<file path="src/rtl/cpu_loader_pkg.sv">
// Shared definitions for the UART instruction loader.
// Provides the loader state encoding, the instruction word type and
// the default download terminator word.
package cpu_loader_pkg;

  localparam int unsigned INST_W = 16;
  localparam int unsigned BYTE_W = 8;

  localparam logic [INST_W-1:0] LOADER_END_WORD = 16'hFFFF;

  typedef logic [INST_W-1:0] inst_t;
  typedef logic [BYTE_W-1:0] rx_byte_t;

  typedef enum logic [1:0] {
    S_HI   = 2'd0,
    S_LO   = 2'd1,
    S_DONE = 2'd2
  } loader_state_t;

  // Width of a counter that must hold 0..max_inst inclusive.
  function automatic int unsigned count_width(input int unsigned max_inst);
    return (max_inst > 0) ? $clog2(max_inst + 1) : 1;
  endfunction

endpackage

</file>
<file path="src/rtl/uart_inst_loader_if.sv">
// Bus between the UART RX / download controller side and the loader.
// master: byte source side (drives rx_data, rx_valid, rx_err, reload).
// slave : the loader (drives uart_inst, uart_inst_en, done, enable,
//         inst_count, err).
interface uart_inst_loader_if #(
  parameter int unsigned MAX_INST = 256
);
  import cpu_loader_pkg::*;

  localparam int unsigned CNT_W = count_width(MAX_INST);

  rx_byte_t         rx_data;
  logic             rx_valid;
  logic             rx_err;
  logic             reload;
  inst_t            uart_inst;
  logic             uart_inst_en;
  logic             done;
  logic             enable;
  logic [CNT_W-1:0] inst_count;
  logic             err;

  modport master (
    output rx_data, rx_valid, rx_err, reload,
    input  uart_inst, uart_inst_en, done, enable, inst_count, err
  );

  modport slave (
    input  rx_data, rx_valid, rx_err, reload,
    output uart_inst, uart_inst_en, done, enable, inst_count, err
  );

endinterface

</file>
<file path="src/rtl/loader_timeout.sv">
// Inter-byte timeout: loadable down-counter.
// Ports: clk, reset (sync, active-low), load (reload to BYTE_TIMEOUT-1),
//        run (count down while waiting for a low byte),
//        expire_c (combinational, counter has reached zero).
module loader_timeout #(
  parameter int unsigned BYTE_TIMEOUT = 100000
) (
  input  logic clk,
  input  logic reset,
  input  logic load,
  input  logic run,
  output logic expire_c
);

  localparam int unsigned TW = (BYTE_TIMEOUT > 1) ? $clog2(BYTE_TIMEOUT) : 1;
  localparam logic [TW-1:0] LOAD_VAL = TW'(BYTE_TIMEOUT - 1);

  logic [TW-1:0] cnt_q;

  // Down-count from BYTE_TIMEOUT-1; zero marks the last cycle a low byte may arrive.
  always_ff @(posedge clk) begin
    if (!reset) begin
      cnt_q <= '0;
    end else if (load) begin
      cnt_q <= LOAD_VAL;
    end else if (run && (cnt_q != '0)) begin
      cnt_q <= cnt_q - TW'(1);
    end
  end

  assign expire_c = (cnt_q == '0);

endmodule

</file>
<file path="src/rtl/uart_inst_loader.sv">
// Assembles 16-bit instructions (high byte first) from the UART RX byte
// stream and hands them to the fetch stage; raises the CPU run enable
// once the download ends (terminator word or MAX_INST words).
// Ports: clk, reset (sync, active-low), bus (slave side of
//        uart_inst_loader_if: rx_data/rx_valid/rx_err/reload in,
//        uart_inst/uart_inst_en/done/enable/inst_count/err out).
module uart_inst_loader
  import cpu_loader_pkg::*;
#(
  parameter int unsigned  MAX_INST     = 256,
  parameter logic [INST_W-1:0] END_WORD = LOADER_END_WORD,
  parameter int unsigned  BYTE_TIMEOUT = 100000
) (
  input logic              clk,
  input logic              reset,
  uart_inst_loader_if.slave bus
);

  localparam int unsigned CNT_W = count_width(MAX_INST);
  localparam logic [CNT_W-1:0] CNT_MAX = CNT_W'(MAX_INST);

  loader_state_t    state, next_state;

  rx_byte_t         hi_q, hi_d;
  inst_t            inst_q, inst_d;
  logic             inst_en_q, inst_en_d;
  logic             done_q, done_d;
  logic             enable_q, enable_d;
  logic [CNT_W-1:0] count_q, count_d;
  logic             err_q, err_d;

  logic             byte_ok_c;
  inst_t            word_c;
  logic [CNT_W-1:0] count_inc_c;
  logic             to_load_c;
  logic             to_expire_c;

  assign byte_ok_c   = bus.rx_valid && !bus.rx_err;
  assign word_c      = {hi_q, bus.rx_data};
  assign count_inc_c = (count_q == CNT_MAX) ? count_q : count_q + CNT_W'(1);

  loader_timeout #(
    .BYTE_TIMEOUT (BYTE_TIMEOUT)
  ) u_timeout (
    .clk      (clk),
    .reset    (reset),
    .load     (to_load_c),
    .run      (state == S_LO),
    .expire_c (to_expire_c)
  );

  // State register.
  always_ff @(posedge clk) begin
    if (!reset) begin
      state <= S_HI;
    end else begin
      state <= next_state;
    end
  end

  // Next-state logic; an error strobe always beats a simultaneous byte.
  always_comb begin
    next_state = state;
    case (state)
      S_HI: begin
        if (byte_ok_c) next_state = S_LO;
      end
      S_LO: begin
        if (bus.rx_err) begin
          next_state = S_HI;
        end else if (bus.rx_valid) begin
          if ((word_c == END_WORD) || (count_inc_c == CNT_MAX)) begin
            next_state = S_DONE;
          end else begin
            next_state = S_HI;
          end
        end else if (to_expire_c) begin
          next_state = S_HI;
        end
      end
      S_DONE: begin
        if (bus.reload) next_state = S_HI;
      end
      default: next_state = S_HI;
    endcase
  end

  // Output / datapath next values.
  always_comb begin
    hi_d      = hi_q;
    inst_d    = inst_q;
    inst_en_d = 1'b0;
    count_d   = count_q;
    err_d     = err_q;
    to_load_c = 1'b0;
    case (state)
      S_HI: begin
        if (bus.rx_err) begin
          err_d = 1'b1;
        end else if (bus.rx_valid) begin
          hi_d      = bus.rx_data;
          to_load_c = 1'b1;
        end
      end
      S_LO: begin
        if (bus.rx_err) begin
          err_d = 1'b1;
        end else if (bus.rx_valid) begin
          // Terminator is consumed silently.
          if (word_c != END_WORD) begin
            inst_d    = word_c;
            inst_en_d = 1'b1;
            count_d   = count_inc_c;
          end
        end else if (to_expire_c) begin
          err_d = 1'b1;
        end
      end
      S_DONE: begin
        if (bus.reload) begin
          count_d = '0;
          err_d   = 1'b0;
        end
      end
      default: ;
    endcase
    done_d   = (next_state == S_DONE) && (state != S_DONE);
    enable_d = (next_state == S_DONE);
  end

  // Registered outputs and high-byte holding register.
  always_ff @(posedge clk) begin
    if (!reset) begin
      hi_q      <= '0;
      inst_q    <= '0;
      inst_en_q <= 1'b0;
      done_q    <= 1'b0;
      enable_q  <= 1'b0;
      count_q   <= '0;
      err_q     <= 1'b0;
    end else begin
      hi_q      <= hi_d;
      inst_q    <= inst_d;
      inst_en_q <= inst_en_d;
      done_q    <= done_d;
      enable_q  <= enable_d;
      count_q   <= count_d;
      err_q     <= err_d;
    end
  end

  assign bus.uart_inst    = inst_q;
  assign bus.uart_inst_en = inst_en_q;
  assign bus.done         = done_q;
  assign bus.enable       = enable_q;
  assign bus.inst_count   = count_q;
  assign bus.err          = err_q;

endmodule

</file>
<file path="src/flat_wrapper.sv">
// flat-port wrapper written by rule: the top's interface ports become plain ports
module uart_inst_loader_flat import cpu_loader_pkg::*;
#(
  parameter int unsigned  MAX_INST     = 256,
  parameter logic [INST_W-1:0] END_WORD = LOADER_END_WORD,
  parameter int unsigned  BYTE_TIMEOUT = 100000
)
  (clk, reset, bus_rx_data, bus_rx_valid, bus_rx_err, bus_reload, bus_uart_inst, bus_uart_inst_en, bus_done, bus_enable, bus_inst_count, bus_err);
  uart_inst_loader_if #(.MAX_INST(MAX_INST)) bus_i ();
  input logic clk;
  input logic reset;
  input wire logic [$bits(bus_i.rx_data)-1:0] bus_rx_data;
  input wire logic [$bits(bus_i.rx_valid)-1:0] bus_rx_valid;
  input wire logic [$bits(bus_i.rx_err)-1:0] bus_rx_err;
  input wire logic [$bits(bus_i.reload)-1:0] bus_reload;
  output wire logic [$bits(bus_i.uart_inst)-1:0] bus_uart_inst;
  output wire logic [$bits(bus_i.uart_inst_en)-1:0] bus_uart_inst_en;
  output wire logic [$bits(bus_i.done)-1:0] bus_done;
  output wire logic [$bits(bus_i.enable)-1:0] bus_enable;
  output wire logic [$bits(bus_i.inst_count)-1:0] bus_inst_count;
  output wire logic [$bits(bus_i.err)-1:0] bus_err;
  assign bus_i.rx_data = bus_rx_data;
  assign bus_i.rx_valid = bus_rx_valid;
  assign bus_i.rx_err = bus_rx_err;
  assign bus_i.reload = bus_reload;
  assign bus_uart_inst = bus_i.uart_inst;
  assign bus_uart_inst_en = bus_i.uart_inst_en;
  assign bus_done = bus_i.done;
  assign bus_enable = bus_i.enable;
  assign bus_inst_count = bus_i.inst_count;
  assign bus_err = bus_i.err;
  uart_inst_loader #(.MAX_INST(MAX_INST), .END_WORD(END_WORD), .BYTE_TIMEOUT(BYTE_TIMEOUT)) u_core (.clk(clk), .reset(reset), .bus(bus_i));
endmodule
</file>
<file path="config.mk">
export PLATFORM = sky130hd
export DESIGN_NAME = uart_inst_loader_flat
export DESIGN_NICKNAME = d
export VERILOG_FILES = /design/src/rtl/cpu_loader_pkg.sv /design/src/rtl/uart_inst_loader_if.sv /design/src/rtl/loader_timeout.sv /design/src/rtl/uart_inst_loader.sv /design/src/flat_wrapper.sv
export SDC_FILE = /design/constraint.sdc
export NUM_CORES = 1
export LEC_CHECK = 0
export ABC_CLOCK_PERIOD_IN_PS = 2400
export BUFFER_PORTS_ARGS = -buffer_cell sky130_fd_sc_hd__buf_2
export CAP_MARGIN = 5
export CORE_MARGIN = 10
export CORE_UTILIZATION = 42
export DETAILED_ROUTE_END_ITERATION = 7
export GPL_ROUTABILITY_DRIVEN = 0
export SYNTH_ARGS = -nofsm -noshare
export SYNTH_HDL_FRONTEND = slang
export SYNTH_SLANG_ARGS = --single-unit
</file>
<file path="constraint.sdc">
create_clock -name clk -period 2.4 [get_ports clk]
set_clock_uncertainty 0.15 [all_clocks]
set_input_delay 0.12 -clock clk [delete_from_list [all_inputs] [get_ports clk]]
set_output_delay 0.12 -clock clk [all_outputs]
set_load 0.01 [all_outputs]
</file>
==> impl_metrics.tcl <==
set metrics [dict create \
    status "finished, final reports clean" \
    synth_edf_count 0 \
    setup_viol 0 \
    syn_inst 333 \
    viasPerCell 6.06 \
    fin_setup_tns_ps 0 \
    io_buffers 41 \
    synth_top_area_cell "dfxtp_1" \
    synth_cell_types 51 \
    clock-sinks 56 \
    ys.flop_type "dfxtp_1" \
    die_w_microns 101 \
    crit_arrival_ps 2360 \
    worstPathRequired_ps 2490 \
    crit_chain "or4_4 -> or4_4 -> buf_4 -> or3_1 -> a31oi_1" \
    startpoint_type "flip-flop" \
    cpPeakStageDelay_ps 550 \
    switchingPower_uw 456 \
    synth.area.top_cells "dfxtp_1 41%, a21oi_1 6.7%, nand3_1 4.7%, o21ai_0 4.4%, clkbuf_1 3.3%" \
    yosysTopAreaCellShare 0.406 \
    track_usage 0.148 \
    drc 0 \
    power_frac_seq 0.541 \
    dp_hpwl_microns 5320 \
    die_h_microns 101 \
    path_buf_inv 1 \
    cap_violations 0 \
    first_iter_violations 158 \
    fin_cells 459 \
    cts.clk_slew.worst_paths_ps 90 \
    cts-buffers-inserted 5 \
    timing.final.crit_share 0.947 \
    hold_path_class "in -> reg" \
    dr_total_vias 2781 \
    yosys_warnings 0 \
    grt_start_max_net_pins 48 \
    yosysSeqAreaShare 0.406 \
    clk_path_buf_depth 2 \
    avgSynthCellArea_sq_um 8.28 \
    area.growth.synth_to_final_pct 20.0 \
    cts_tree "done" \
    end_kind "flip-flop" \
    seq_area_sq_um 1120 \
    clock_latency_ps 310 \
    cellInternalPower_uw 1370 \
    synth_fp_nets 350 \
    core_sq_um 6350 \
    async_flop_share 0 \
    setup_slack_ps 126 \
    placementRows 29 \
    antenna_cells 0 \
    initial_core_util 0.434 \
    drive_above_1_share 0.204 \
    synthTopCellsByCount "56 x dfxtp_1, 37 x a21oi_1, 26 x nand3_1, 24 x clkbuf_1, 24 x o21ai_0" \
    slowest_stage "or4_4" \
    syn_area_sq_um 2760 \
    post_cts_buffers 0 \
    path_delay_family "simple AND/OR/NAND/NOR gates" \
    power.leakage_uw 0.00123 \
    placed_area_sq_um 3110 \
    final_design_area_no_fill_sq_um 3310 \
    antenna_left 0 \
    tightest_slew_ps 546 \
    wl_per_cell_microns 16.4 \
    powerDensity_nw_per_um2 551 \
    overflow 0 \
    final_nets 398 \
    die_area_sq_um 10200 \
    place_ws_ps 82.1 \
    htree_levels 2 \
    num-fill-cells 601 \
    fin_crit_ps 2270 \
    cp_common_cell "or4_4" \
    timing.final.hold_violations 0 \
    slew_headroom 0.632 \
    multi_input_area_sq_um 1530 \
    grt_pass1_vias 2560 \
    rsz0062_at_grt "false" \
    wirelength_microns 7510 \
    max-vdd-ir-drop_uv 306 \
    drtPass1Iterations 4 \
    antenna_found_initial 0 \
    comb_power_share 0.125 \
    yosysMostFrequentCell "dfxtp_1" \
    grt_pass1_wl_microns 12800 \
    cts_root_buffer "clkbuf_8" \
    critPathMaxFanout 6 \
    place_inst 442 \
    clkPwrFrac 0.334 \
    synth-seq-cells 56 \
    path_class "reg -> reg" \
    p_total_uw 1820 \
    ios 42 \
    swShare 0.250 \
    clock.fmax_ghz 0.440 \
    report.final.slew_viol_count 0 \
]
[worst register-to-register path, cell delays in order, from the launching register on]
cell and delay (ps):
dfxtp_1 350, or4_4 550, or4_4 530, buf_4 170, or3_1 300, a31oi_1 160
[layout by cell type, fill, tap and decap left out, drive strengths merged, types with 4 or more instances in the layout]
master,count
dfxtp,56
nand3b,5
ha,4
dlygate4sd3,9
buf,60
nor3,7
a31oi,9
or3,15
nand2,23
clkbuf,6
a21oi,37
nor4,6
and3,4
inv,6
nor2,6
or4,13
o21ai,24
o211ai,5
o31ai,4
nand3,26
nand4,9
a311oi,5
[repair_timing]
item | CTS | global route
hold buffers | 9 | 0
endpoints found under the hold margin | 19 | 0
endpoints found under the setup margin | 0 | 3
gates resized for setup | 0 | 1
[cell type report]
type | count | share of cell area
clock buffers | 6 | 0.0219
well taps | 77 | 0.0291
repair buffers | 69 | 0.132
inverters | 6 | 0.00680
flip-flops and latches | 56 | 0.338
clock inverters | 2 | 0.0106
multi-input cells | 243 | 0.461
[flip-flops by register name, summed over array words and instances, names as in the netlist]
signal                   flops
u_core.bus.err               1
u_core.bus.uart_inst_en      1
u_core.bus.done              1
u_core.bus.enable            1
u_core.u_timeout.cnt_q      17
u_core.hi_q                  8
u_core.state                 2
u_core.bus.inst_count        9
u_core.bus.uart_inst        16
[power by group through the flow]
stage	sequential [uW]	combinational, uW	clock, uW
floorplan	1000	141	0
global placement	1010	214	0
detailed placement	1010	216	0
CTS	985	228	629
global route	990	258	669
finish	986	229	609
[worst paths after layout]
kind                                  start                         end  slack, ps  depth (start not counted)
setup / recovery  u_core.u_timeout.cnt_q[5]  u_core.u_timeout.cnt_q[10]        130                          5
hold / removal                   bus_rx_err             u_core.state[0]         50                          3
setup reg to reg  u_core.u_timeout.cnt_q[5]  u_core.u_timeout.cnt_q[10]        130                          5
hold reg to reg     u_core.bus.uart_inst[4]     u_core.bus.uart_inst[4]        330                          2
[logic make-up after synthesis]
| kind of cell | Yosys count | share of synthesized area |
|---|---|---|
| multiplexers | 2 | 0.00726 |
| flip-flops | 56 | 0.406 |
| AO/OA/AOI/OAI | 104 | 0.234 |
| AND/OR/NAND/NOR | 131 | 0.281 |
| XOR/XNOR | 2 | 0.00635 |
| buffers and inverters | 34 | 0.0472 |
| adder cells (fa/ha/maj) | 4 | 0.0181 |
[stage by stage]
step	hold WS (ps)	util
4_1_cts	43.7	0.521
6_report	47.9	0.522
5_1_grt	50.7	0.522
2_1_floorplan	106	-
3_5_place_dp	241	0.490
3_3_place_gp	238	0.490
[per-layer routing]
metal	GRT usage	wire length, microns	vias up
li1	-	-	1382
met1	0.209	3690	1327
met2	0.222	3330	68
met3	0.0357	433	4
met4	0.0322	48	0
met5	0	0	-
(Power assumes the default switching activity.)
